$ cat config.mk
export PLATFORM = sky130hd
export DESIGN_NAME = block_sync_rx
export DESIGN_NICKNAME = d
export VERILOG_FILES = /design/src/rtl/phy_pkg.sv /design/src/rtl/sat_cnt.sv /design/src/rtl/block_sync_rx.sv
export SDC_FILE = /design/constraint.sdc
export NUM_CORES = 1
export LEC_CHECK = 0
export ABC_CLOCK_PERIOD_IN_PS = 2300
export CAP_MARGIN = 20
export CORE_ASPECT_RATIO = 0.7
export CORE_MARGIN = 5
export CORE_UTILIZATION = 47
export DETAILED_ROUTE_END_ITERATION = 10
export PLACE_DENSITY = 0.7
export REMOVE_ABC_BUFFERS = 1
export SYNTH_ARGS = -nofsm -noshare
export SYNTH_HDL_FRONTEND = slang
export SYNTH_SLANG_ARGS = --single-unit
$ cat constraint.sdc
create_clock -name clk -period 2.3 [get_ports clk]
set_input_delay 0.23 -clock clk [delete_from_list [all_inputs] [get_ports clk]]
set_output_delay 0.23 -clock clk [all_outputs]
set_load 0.05 [all_outputs]
$ cat src/rtl/phy_pkg.sv
// phy_pkg: definitions shared by the 64b/66b receive-path blocks.
//   SYNC_DATA / SYNC_CTRL : the two legal 2-bit sync header encodings.
//   blk_lock_state_t      : block-lock state machine encoding.
//   *_DEF constants       : default lock/unlock thresholds.
//   sh_valid()            : true when a received header is one of the legal encodings.
package phy_pkg;

  localparam logic [1:0] SYNC_DATA = 2'b01;
  localparam logic [1:0] SYNC_CTRL = 2'b10;

  localparam int GOOD_N_DEF      = 64;
  localparam int BAD_N_DEF       = 16;
  localparam int SLIP_WAIT_N_DEF = 2;

  typedef enum logic [1:0] {
    INIT   = 2'd0,
    ACQ    = 2'd1,
    LOCKED = 2'd2,
    WAIT   = 2'd3
  } blk_lock_state_t;

  function automatic logic sh_valid(input logic [1:0] sh);
    return (sh == SYNC_DATA) || (sh == SYNC_CTRL);
  endfunction

endpackage

$ cat src/rtl/sat_cnt.sv
// sat_cnt: saturating up-counter with synchronous clear.
//   clk, reset : clock, asynchronous active-high reset.
//   clr        : clear to zero (wins over inc).
//   inc        : increment by one unless already at LIMIT.
//   cnt_o      : current count (registered).
//   max_o      : count equals LIMIT.
module sat_cnt #(
  parameter int W     = 7,
  parameter int LIMIT = 63
) (
  input  logic         clk,
  input  logic         reset,
  input  logic         clr,
  input  logic         inc,
  output logic [W-1:0] cnt_o,
  output logic         max_o
);

  logic [W-1:0] cnt_d;
  logic [W-1:0] cnt_q;

  assign max_o = (cnt_q == W'(LIMIT));
  assign cnt_o = cnt_q;

  // Next count: clear has priority, increment holds at LIMIT.
  always_comb begin
    cnt_d = cnt_q;
    if (clr) begin
      cnt_d = '0;
    end else if (inc && !max_o) begin
      cnt_d = cnt_q + W'(1);
    end else begin
      cnt_d = cnt_q;
    end
  end

  // Count register.
  always_ff @(posedge clk or posedge reset) begin
    if (reset) begin
      cnt_q <= '0;
    end else begin
      cnt_q <= cnt_d;
    end
  end

endmodule

$ cat src/rtl/block_sync_rx.sv
// block_sync_rx: 64b/66b block-lock stage between the RX gearbox and the descrambler.
//   clk, reset : clock, asynchronous active-high reset.
//   valid_i    : sh_i holds a block's sync header this cycle.
//   sh_i       : received 2-bit sync header.
//   lock_o     : block lock acquired (registered).
//   slip_o     : one-cycle request to shift the gearbox boundary by one bit (registered).
//   sh_cnt_o   : header count in the current acquisition/window, zero-extended (debug).
import phy_pkg::*;

module block_sync_rx #(
  parameter int GOOD_N      = GOOD_N_DEF,
  parameter int BAD_N       = BAD_N_DEF,
  parameter int SLIP_WAIT_N = SLIP_WAIT_N_DEF
) (
  input  logic       clk,
  input  logic       reset,
  input  logic       valid_i,
  input  logic [1:0] sh_i,
  output logic       lock_o,
  output logic       slip_o,
  output logic [6:0] sh_cnt_o
);

  localparam int SH_W   = $clog2(GOOD_N + 1);
  localparam int INV_W  = $clog2(BAD_N + 1);
  localparam int WAIT_W = $clog2(SLIP_WAIT_N + 1);

  blk_lock_state_t state_d, state_q;
  logic lock_d, lock_q;
  logic slip_d, slip_q;
  logic hdr_ok;

  logic sh_clr, sh_inc, sh_max;
  logic inv_clr, inv_inc, inv_max;
  logic wait_clr, wait_inc, wait_max;
  logic [SH_W-1:0]   sh_cnt;
  logic [INV_W-1:0]  inv_cnt;
  logic [WAIT_W-1:0] wait_cnt;

  // The counters flag the value one below the threshold, so the header that
  // completes a count is detected on the same edge that samples it and the
  // counter is cleared instead of ever holding GOOD_N / BAD_N.
  sat_cnt #(.W(SH_W), .LIMIT(GOOD_N - 1)) u_sh_cnt (
    .clk   (clk),
    .reset (reset),
    .clr   (sh_clr),
    .inc   (sh_inc),
    .cnt_o (sh_cnt),
    .max_o (sh_max)
  );

  sat_cnt #(.W(INV_W), .LIMIT(BAD_N - 1)) u_inv_cnt (
    .clk   (clk),
    .reset (reset),
    .clr   (inv_clr),
    .inc   (inv_inc),
    .cnt_o (inv_cnt),
    .max_o (inv_max)
  );

  // WAIT covers the cycle in which slip_o is high plus SLIP_WAIT_N ignored
  // cycles, giving a slip-to-slip spacing of SLIP_WAIT_N+2.
  sat_cnt #(.W(WAIT_W), .LIMIT(SLIP_WAIT_N)) u_wait_cnt (
    .clk   (clk),
    .reset (reset),
    .clr   (wait_clr),
    .inc   (wait_inc),
    .cnt_o (wait_cnt),
    .max_o (wait_max)
  );

  assign hdr_ok   = sh_valid(sh_i);
  assign lock_o   = lock_q;
  assign slip_o   = slip_q;
  assign sh_cnt_o = 7'(sh_cnt);

  // Block-lock next-state, counter control and output logic.
  always_comb begin
    state_d  = state_q;
    lock_d   = lock_q;
    slip_d   = 1'b0;
    sh_clr   = 1'b0;
    sh_inc   = 1'b0;
    inv_clr  = 1'b0;
    inv_inc  = 1'b0;
    wait_clr = 1'b0;
    wait_inc = 1'b0;

    case (state_q)
      INIT: begin
        sh_clr   = 1'b1;
        inv_clr  = 1'b1;
        wait_clr = 1'b1;
        lock_d   = 1'b0;
        state_d  = ACQ;
      end

      ACQ: begin
        if (valid_i) begin
          if (!hdr_ok) begin
            slip_d   = 1'b1;
            sh_clr   = 1'b1;
            inv_clr  = 1'b1;
            wait_clr = 1'b1;
            state_d  = WAIT;
          end else if (sh_max) begin
            lock_d  = 1'b1;
            sh_clr  = 1'b1;
            inv_clr = 1'b1;
            state_d = LOCKED;
          end else begin
            sh_inc = 1'b1;
          end
        end else begin
          state_d = ACQ;
        end
      end

      LOCKED: begin
        if (valid_i) begin
          // Loss of lock is checked first so it beats a window restart.
          if (!hdr_ok && inv_max) begin
            lock_d   = 1'b0;
            slip_d   = 1'b1;
            sh_clr   = 1'b1;
            inv_clr  = 1'b1;
            wait_clr = 1'b1;
            state_d  = WAIT;
          end else if (sh_max) begin
            sh_clr  = 1'b1;
            inv_clr = 1'b1;
          end else begin
            sh_inc  = 1'b1;
            inv_inc = !hdr_ok;
          end
        end else begin
          state_d = LOCKED;
        end
      end

      WAIT: begin
        lock_d = 1'b0;
        if (wait_max) begin
          wait_clr = 1'b1;
          state_d  = ACQ;
        end else begin
          wait_inc = 1'b1;
        end
      end

      default: begin
        lock_d   = 1'b0;
        sh_clr   = 1'b1;
        inv_clr  = 1'b1;
        wait_clr = 1'b1;
        state_d  = INIT;
      end
    endcase
  end

  // State and output registers.
  always_ff @(posedge clk or posedge reset) begin
    if (reset) begin
      state_q <= INIT;
      lock_q  <= 1'b0;
      slip_q  <= 1'b0;
    end else begin
      state_q <= state_d;
      lock_q  <= lock_d;
      slip_q  <= slip_d;
    end
  end

endmodule

==> results of run 1 <==
metrics by stage:
step / utilization (%) / instances
floorplan: - / 108
CTS: 59.0 / 159
global route: 59.0 / 159
detailed placement: 58.0 / 156
global placement: 58.0 / 156
finish: 59.0 / 159
power groups by stage:
stage	logic (W)	registers, W	clock network (W)
finish	0.000534	0.000412	0.000153
global route	0.000592	0.000420	0.000181
CTS	0.000534	0.000412	0.000164
detailed placement	0.000533	0.000419	0
global placement	0.000516	0.000414	0
floorplan	0.000299	0.000480	0
flip-flops by register name, indices dropped and copies added, names as in the netlist:
| register | cells |
|---|---|
| slip_o | 1 |
| lock_o | 1 |
| u_wait_cnt.cnt_o | 2 |
| state_q | 2 |
| u_inv_cnt.cnt_o | 5 |
| u_sh_cnt.cnt_o | 7 |
Yosys cell counts, types with 2 or more instances:
cell type,n,share of area (%)
xor2_1,2,1.6
nand3_1,3,1.4
ha_1,8,9.2
a22oi_1,6,4.1
nand2_1,7,2.4
buf_2,2,0.92
o21ai_0,6,2.8
nor2_1,3,1.0
or3_1,5,2.9
dfrtp_1,18,41
mux2i_1,4,3.7
inv_1,10,3.4
and2_1,4,2.3
a21oi_1,9,4.1
o31ai_1,2,1.4
final cells by class:
type | instances | area share (%)
multi-input combinational | 80 | 45.2
inverter | 10 | 2.93
clock buffer | 3 | 1.76
timing repair buffer | 16 | 11.9
sequential | 18 | 35.1
tap | 32 | 3.12
cells by family (layout without fill, tap and decap cells):
kind of cell               after synthesis  after routing  synth area share [%]
xor gates and xnor gates                 4              4                  3.91
buffers and inverters                   14             29                  5.40
AOI/OAI and AO/OA                       33             33                  20.8
DFF                                     18             18                  41.4
and+or+nand+nor                         31             31                  15.6
muxes                                    4              4                  3.68
adders and majority gates                8              8                  9.20
worst max-delay path by stage:
| stage | from | endpoint | slack, ns |
|---|---|---|---|
| after floorplan | u_inv_cnt.cnt_o[0] | u_sh_cnt.cnt_o[5] | 0.19 |
| after global placement | u_inv_cnt.cnt_o[0] | u_sh_cnt.cnt_o[5] | 0.24 |
| after detailed placement | u_inv_cnt.cnt_o[0] | u_sh_cnt.cnt_o[5] | 0.18 |
| after CTS | u_inv_cnt.cnt_o[0] | u_sh_cnt.cnt_o[5] | 0.16 |
| after global routing | u_inv_cnt.cnt_o[0] | u_sh_cnt.cnt_o[2] | 0.01 |
| final | u_inv_cnt.cnt_o[0] | u_sh_cnt.cnt_o[5] | 0.18 |
worst max-delay path: cells and delay by family (launching register included):
family / cells / cell delay, ns
AO/OA/AOI/OAI: 2 / 0.30
adder cells (fa/ha/maj): 2 / 0.44
flip-flops: 1 / 0.41
AND/OR/NAND/NOR: 3 / 0.88
layer usage:
| layer | routed length, µm | up-vias | GRT usage [%] |
|---|---|---|---|
| met5 | 0 | - | 0 |
| met4 | 20 | 0 | 4.38 |
| met3 | 72 | 4 | 5.80 |
| met2 | 1020 | 13 | 23.7 |
| met1 | 1080 | 403 | 18.5 |
| li1 | - | 438 | - |
==> run metrics, run 1 <==
status=complete, no violations; Power, Total=roughly 0.0011 W; Initial DRC Count=between 40 and 50; max incr delay on CP=0.50 ns; filler cell count=208; total gr overflow=0; worst r2r dst=u_sh_cnt.cnt_o[5]; CTS tree=yes; yosys warns=0; library cells used by synthesis=38; I/O pin count=14; Post-synth EDFFs=0; Cell Pwr Density=approximately 860 nW/µm²; Post-Syn Area per Cell=about 10 µm²; final worst slack=approximately 0.18 ns; CTS buffer count=3; Sinks on Clock Net=18; sequential share of power=a little under two fifths; worst path arrival time=2.33 ns; initial antenna violation count=0; final clock period utilization by the worst path=approximately 92%; FFs w/ async S/R, synth=between 90% and 100%; Starting Density=roughly 50%; First-pass DRT Iterations=4; Final Hold Viols=0; Clk pwr share=~14%; n_diodes=0; hold buffer count at CTS=0; max_slew headroom=54.1%; worst hold slack=roughly 0.33 ns; switching pwr=roughly 0.00046 W; skew final=slightly above 0.007 ns; Switching Fraction=41.8%; HP Class=input port to async pin; Placer Congestion=approximately 0.83; post-CTS sizing=0; routed wire length per instance=~14 µm; Yosys reg bits=18; clk root buf=clkbuf_4; TNS Setup=0 ns; fmax=between 400 and 500 MHz; Mapped Area=about 1100 µm²; Die X=a little under 70 µm; critical path peak fanout=5; worst vdd ir=0.333 mV; Sequential Area=450 µm²; most frequent cells in the layout=dfrtp_1 (18), clkdlybuf4s50_1 (13), inv_1 (10); Port Buf Inserts=13; Most Frequent Cell on Critical Path=ha_1; Main synth FF type=dfrtp_1; Reg2Reg Depth=7; Max-cap violations=0; dpl cell area=roughly 1300 µm²; post-CTS setup buffer count=0; share of cells above drive strength 1=7.87%; CP Capture Type=flip-flop; Comb power frac=approximately half; Detailed Route WL=2200 µm; drc violations=0; Area growth syn-to-layout=17.8%; DP HPWL=about 1700 µm; largest net degree at the start of global routing=19; WS Path Type=flip-flop to flip-flop; Cells after Synth=~110; Die Footprint=about 3400 µm²; sequential area share after synthesis=between 40% and 50%; min Tclk post-route=2.12 ns; commonest non-fill, non-tap cell in the layout=dfrtp_1; R2R Setup Slk=about 0.18 ns; Final ANT Viol Nets=0; Setup Viol. Count Final=0; Clk pin slew, worst setup/hold paths=around 0.10 ns; Post-layout nets=~140; Worst Path Required=between 2 and 3 ns; Final Cell Area=between 1000 and 1500 µm²; H-tree depth=1; FF-to-FF Start=u_inv_cnt.cnt_o[0]; critical-path cell list=ha_1, and3_1, ha_1, nor2b_1, o221ai_2, or4_1, a22oi_1; Cell Rows=14; post-DR vias/cell=5.40; dpl ws=~0.18 ns; first-pass GRT wire length=approximately 3800 µm; Worst path slowest cell=or4_1; vias in the first global route=841; worst-margin pin slew=about 0.69 ns; later-pin clock latency in the skew report=between 0.2 and 0.3 ns; Core Region=between 2000 and 2500 µm²; Die Height=50.3 µm; Final Max Tran Viols=0; RSZ-0062 raised after global routing=no; Multi-input gate area=slightly below 600 µm²; clock buffer depth=2; gr usage total=between 10% and 20%; Internal=between 0.0006 and 0.0007 W; CP Launch Type=flip-flop; Lkg Pwr=between 0.6 and 0.7 nW; DR vias=approximately 860
Note: power is estimated with default switching activity, not from simulation.
==> run 2, diff against run 1 <==
CAP_MARGIN = not set   (was 20)
CORE_UTILIZATION = 51   (was 47)
PLACE_DENSITY = 0.74   (was 0.7)
==> run metrics, run 2 (synthesis results as in run 1) <==
dpl cell area=1230 µm² (-2.0%); worst path arrival time=2.40 ns (+0.07 ns); fmax=457 MHz (-3.1%); final clock period utilization by the worst path=95.1% (+2.9 points); Post-layout nets=140 (-1.4%); Die Height=48.7 µm (-3.2%); Area growth syn-to-layout=17.0%; crit-path leading delay family=simple AND/OR/NAND/NOR gates; Clk pin slew, worst setup/hold paths=0.10 ns (about the same); post-DR vias/cell=5.79 (+7.4%); Comb power frac=45.4% (-3.2 points); Initial DRC Count=43 (-2.3%); First-pass DRT Iterations=4 (unchanged); CP Capture Type=flip-flop; worst r2r dst=u_sh_cnt.cnt_o[5]; max incr delay on CP=0.53 ns (+0.03 ns); HP Class=input port to async pin; min Tclk post-route=2.19 ns (+0.0677 ns); critical path peak fanout=9 (+4); Starting Density=52.2% (+2.1 points); commonest non-fill, non-tap cell in the layout=dfrtp_1; Reg2Reg Depth=7 (unchanged); Final ANT Viol Nets=0 (unchanged); Final Max Tran Viols=0 (unchanged); H-tree depth=1 (unchanged); max reg flops=7 (unchanged); initial antenna violation count=0 (unchanged); Worst Path Required=2.51 ns (about the same); Lkg Pwr=0.613 nW (-0.34%); vias in the first global route=797 (-5.2%); R2R Setup Slk=0.11 ns (-0.07 ns); share of cells above drive strength 1=7.94% (+0.062 points); largest net degree at the start of global routing=19 (unchanged); skew final=0.00948 ns (+0.00224 ns); Core Region=2080 µm² (-4.0%); final cell count without fillers=150 (-5.7%); CTS buffer count=3 (unchanged); Cell Pwr Density=870 nW/µm² (+1.5%); Max-cap violations=0 (unchanged); DR vias=869 (+1.3%); FF-to-FF Start=u_inv_cnt.cnt_o[0]; Die Footprint=3170 µm² (-6.5%); Placer Congestion=0.787 (-5.5%); Setup Viol. Count Final=0 (unchanged); Cell Rows=14 (unchanged); dpl ws=0.109 ns (-0.0738 ns); RSZ-0062 raised after global routing=no; n_diodes=0 (unchanged); Final Hold Viols=0 (unchanged); status=complete, no violations; worst-margin pin slew=0.679 ns (-0.00787 ns); switching pwr=0.000451 W (-1.6%); Crit path depth=7 (unchanged); filler cell count=174 (-16%); Internal=0.000657 W (+2.6%); critical-path cell list=ha_1, and3_1, ha_1, nor2b_2, o221ai_2, or4_1, a22oi_1; first-pass GRT wire length=3370 µm (-11%); TNS Setup=0 ns (unchanged); Port Buf Inserts=13 (unchanged); gr usage total=13.7% (-1.2 points); Switching Fraction=40.7% (-1.0 points); Worst Path Buf+Inv=0 (unchanged); Final Cell Area=1270 µm² (-0.68%); post-CTS setup buffer count=0 (unchanged); max_slew headroom=54.7% (+0.53 points); worst vdd ir=0.394 mV (+19%); CP Launch Type=flip-flop; drc violations=0 (unchanged); I/O pin count=14 (unchanged); WS Path Type=flip-flop to flip-flop; total gr overflow=0 (unchanged); routed wire length per instance=14.0 µm (+1.4%); clock buffer depth=2 (unchanged); Most Frequent Cell on Critical Path=ha_1; DP HPWL=1600 µm (-4.7%); Worst path slowest cell=or4_1; most frequent cells in the layout=dfrtp_1 (18), clkdlybuf4s50_1 (13), inv_1 (10); CTS tree=yes; Detailed Route WL=2100 µm (-4.3%); final worst slack=0.112 ns (-0.0677 ns); Sinks on Clock Net=18 (unchanged); later-pin clock latency in the skew report=0.30 ns (about the same); Die X=65.2 µm (-3.4%); Clk pwr share=17.5% (+3.6 points); clk root buf=clkbuf_4; placed insts=146 (-6.4%); sequential share of power=37.1% (-0.4 points)
-- run 2: worst register-to-register path, stage by stage (launching register included) --
cell      delay (ns)
dfrtp_1         0.43
ha_1            0.23
and3_1          0.18
ha_1            0.24
nor2b_2         0.16
o221ai_2        0.18
or4_1           0.53
a22oi_1         0.16
-- run 2: layer usage --
metal,routed length [µm],vias up,GRT usage [%],part of all wire [%]
li1,-,433,-,-
met1,993,405,16.7,47
met2,964,27,22.0,46
met3,116,4,5.09,5.5
met4,30,0,4.83,1.4
met5,0,-,0,0
-- run 2: stage by stage --
step                      power [W]  hold WS [ns]  util [%]
final                       0.00111         0.328      61.1
after global routing        0.00119         0.395      61.1
after CTS                   0.00111         0.355      61.0
after detailed placement   0.000919         0.480      59.2
after global placement     0.000903         0.477      59.2
after floorplan            0.000779         0.169         -
-- run 2: area by class of cell --
class,instances,area (µm²),share of cell area [%]
clock buffers,4,36.3,2.85
inverters,10,37.5,2.95
multi-input cells,80,582,45.7
flip-flops and latches,18,450,35.4
well taps,24,30.0,2.36
repair buffers,14,138,10.8
-- run 2: worst max-delay path by stage --
stage	start	to
2_1_floorplan	u_inv_cnt.cnt_o[0]	u_sh_cnt.cnt_o[5]
3_3_place_gp	u_inv_cnt.cnt_o[0]	u_sh_cnt.cnt_o[5]
3_5_place_dp	u_inv_cnt.cnt_o[0]	u_sh_cnt.cnt_o[5]
4_1_cts	u_inv_cnt.cnt_o[0]	u_sh_cnt.cnt_o[5]
5_1_grt	u_inv_cnt.cnt_o[0]	u_sh_cnt.cnt_o[5]
6_report	u_inv_cnt.cnt_o[0]	u_sh_cnt.cnt_o[5]
-- run 2: what timing repair did --
item	CTS	global route
hold buffers	0	0
gates resized for setup	0	1
endpoints found under the setup margin	0	1
-- run 2: power by group through the flow --
| stage | Clock, W | Sequential [W] | Combinational, W |
|---|---|---|---|
| after CTS | 0.000199 | 0.000411 | 0.000500 |
| after detailed placement | 0 | 0.000418 | 0.000500 |
| after global placement | 0 | 0.000415 | 0.000489 |
| after global routing | 0.000215 | 0.000418 | 0.000556 |
| final | 0.000194 | 0.000410 | 0.000503 |
| after floorplan | 0 | 0.000480 | 0.000299 |
==> run 3, diff against run 2 <==
CAP_MARGIN = 20   (was not set)
MAX_ROUTING_LAYER = met4   (was not set)
==> run metrics, run 3 (synthesis results as in run 1) <==
status=complete, no violations; fmax=458 MHz (+0.17%); CTS buffer count=3 (unchanged); min Tclk post-route=2.18 ns (-0.00373 ns); routed wire length per instance=14.0 µm (-0.43%); Die Height=48.7 µm (unchanged); Sinks on Clock Net=18 (unchanged); most frequent cells in the layout=dfrtp_1 (18), clkdlybuf4s50_1 (13), inv_1 (10); critical-path cell list=ha_1, and3_1, ha_1, nor2b_2, o221ai_2, or4_1, a22oi_1; DR vias=872 (+0.35%); Port Buf Inserts=13 (unchanged); HP Class=input port to async pin; TNS Setup=0 ns (unchanged); CTS tree=yes; Final ANT Viol Nets=0 (unchanged); first-pass GRT wire length=3380 µm (+0.21%); Initial DRC Count=43 (unchanged); Internal=0.000656 W (about the same); crit-path leading delay family=simple AND/OR/NAND/NOR gates; Core Region=2080 µm² (unchanged); switching pwr=0.000451 W (-0.12%); Lkg Pwr=0.613 nW (unchanged); sequential share of power=37.1% (about the same); n_diodes=0 (unchanged); Worst Path Buf+Inv=0 (unchanged); Starting Density=52.2% (unchanged); Comb power frac=45.5% (about the same); Cell Rows=14 (unchanged); CP Launch Type=flip-flop; Post-layout nets=140 (unchanged); final clock period utilization by the worst path=95.0% (-0.16 points); skew final=0.00826 ns (-0.00122 ns); WS Path Type=flip-flop to flip-flop; H-tree depth=1 (unchanged); dpl cell area=1230 µm² (unchanged); vias in the first global route=793 (-0.50%); Setup Viol. Count Final=0 (unchanged); worst vdd ir=0.394 mV (about the same); Area growth syn-to-layout=17.0% (unchanged); DP HPWL=1600 µm (unchanged); Worst path slowest cell=or4_1; max incr delay on CP=0.53 ns (about the same); Cell Pwr Density=869 nW/µm² (about the same); Max-cap violations=0 (unchanged); largest net degree at the start of global routing=19 (unchanged); worst-margin pin slew=0.678 ns (-0.00141 ns); Most Frequent Cell on Critical Path=ha_1; RSZ-0062 raised after global routing=no; post-layout util=61.1% (unchanged); commonest non-fill, non-tap cell in the layout=dfrtp_1; clock buffer depth=2 (unchanged); clk root buf=clkbuf_4; Final Hold Viols=0 (unchanged); Placer Congestion=0.798 (+1.4%); Detailed Route WL=2100 µm (-0.43%); FF-to-FF Start=u_inv_cnt.cnt_o[0]; total gr overflow=0 (unchanged); share of cells above drive strength 1=7.94% (unchanged); Clk pin slew, worst setup/hold paths=0.10 ns (about the same); initial antenna violation count=0 (unchanged); Die X=65.2 µm (unchanged); max reg flops=7 (unchanged); post-DR vias/cell=5.81 (+0.35%); Final Max Tran Viols=0 (unchanged); Worst Path Required=2.51 ns (about the same); critical path peak fanout=9 (unchanged); I/O pin count=14 (unchanged); max_slew headroom=54.8% (+0.094 points); CP Capture Type=flip-flop; gr usage total=14.1% (+0.38 points); First-pass DRT Iterations=4 (unchanged); Final Cell Area=1270 µm² (unchanged); Clk pwr share=17.5% (about the same); worst path arrival time=2.40 ns (about the same); Critical path origin=u_inv_cnt.cnt_o[0]; Power, Total=0.00111 W (about the same); Die Footprint=3170 µm² (unchanged); drc violations=0 (unchanged); later-pin clock latency in the skew report=0.30 ns (about the same); worst hold slack=0.328 ns (+0.000214 ns); Switching Fraction=40.7% (about the same)
-- run 3: cell counts in the layout (fill, tap and decap cells not counted) --
Identical to the previous run, type by type.
-- run 3: metrics by stage --
step                      cells  setup slack, ns
after CTS                   150           0.0764
after floorplan             108            0.193
after global placement      146            0.168
after global routing        150          0.00758
after detailed placement    146            0.109
final                       150            0.116
-- run 3: worst reg2reg max path, delay by kind of cell (launching register included) --
| family | cells | cell delay (ns) |
|---|---|---|
| AO/OA/AOI/OAI | 2 | 0.34 |
| adder cells (fa/ha/maj) | 2 | 0.47 |
| flip-flops | 1 | 0.42 |
| AND/OR/NAND/NOR | 3 | 0.87 |
-- run 3: power by group through the flow --
stage	Combinational, W	Clock [W]	Sequential (W)
global placement	0.000489	0	0.000415
CTS	0.000500	0.000199	0.000411
finish	0.000503	0.000193	0.000410
floorplan	0.000299	0	0.000480
global route	0.000556	0.000215	0.000418
detailed placement	0.000500	0	0.000418
-- run 3: cell type report --
class | count | area (µm²)
multi-input combinational | 80 | 582
timing repair buffer | 14 | 138
sequential | 18 | 450
inverter | 10 | 37.5
fill | 174 | 811
tap | 24 | 30.0
clock buffer | 4 | 36.3
-- run 3: path summary, 6_finish.rpt --
check	endpoint	slack, ns	cells past startpoint
max reg2reg	u_sh_cnt.cnt_o[5]	0.12	7
min in group clk	lock_o	0.50	1
min reg2reg	lock_o	0.50	1
max in group asynchronous	u_sh_cnt.cnt_o[3]	1.53	2
min	u_sh_cnt.cnt_o[0]	0.33	2
max	u_sh_cnt.cnt_o[5]	0.12	7
-- run 3: what timing repair did --
item	CTS	global route
hold buffers	0	0
gates resized for setup	0	1
endpoints found under the setup margin	0	1
setup buffers	0	0
-- run 3: routing by layer --
| layer | wire, µm | vias to the layer above | GRT usage (%) |
|---|---|---|---|
| met5 | 0 | - | - |
| met4 | 29 | 0 | 4.83 |
| met3 | 137 | 4 | 4.86 |
| met2 | 954 | 35 | 22.0 |
| met1 | 972 | 398 | 16.8 |
| li1 | - | 435 | - |
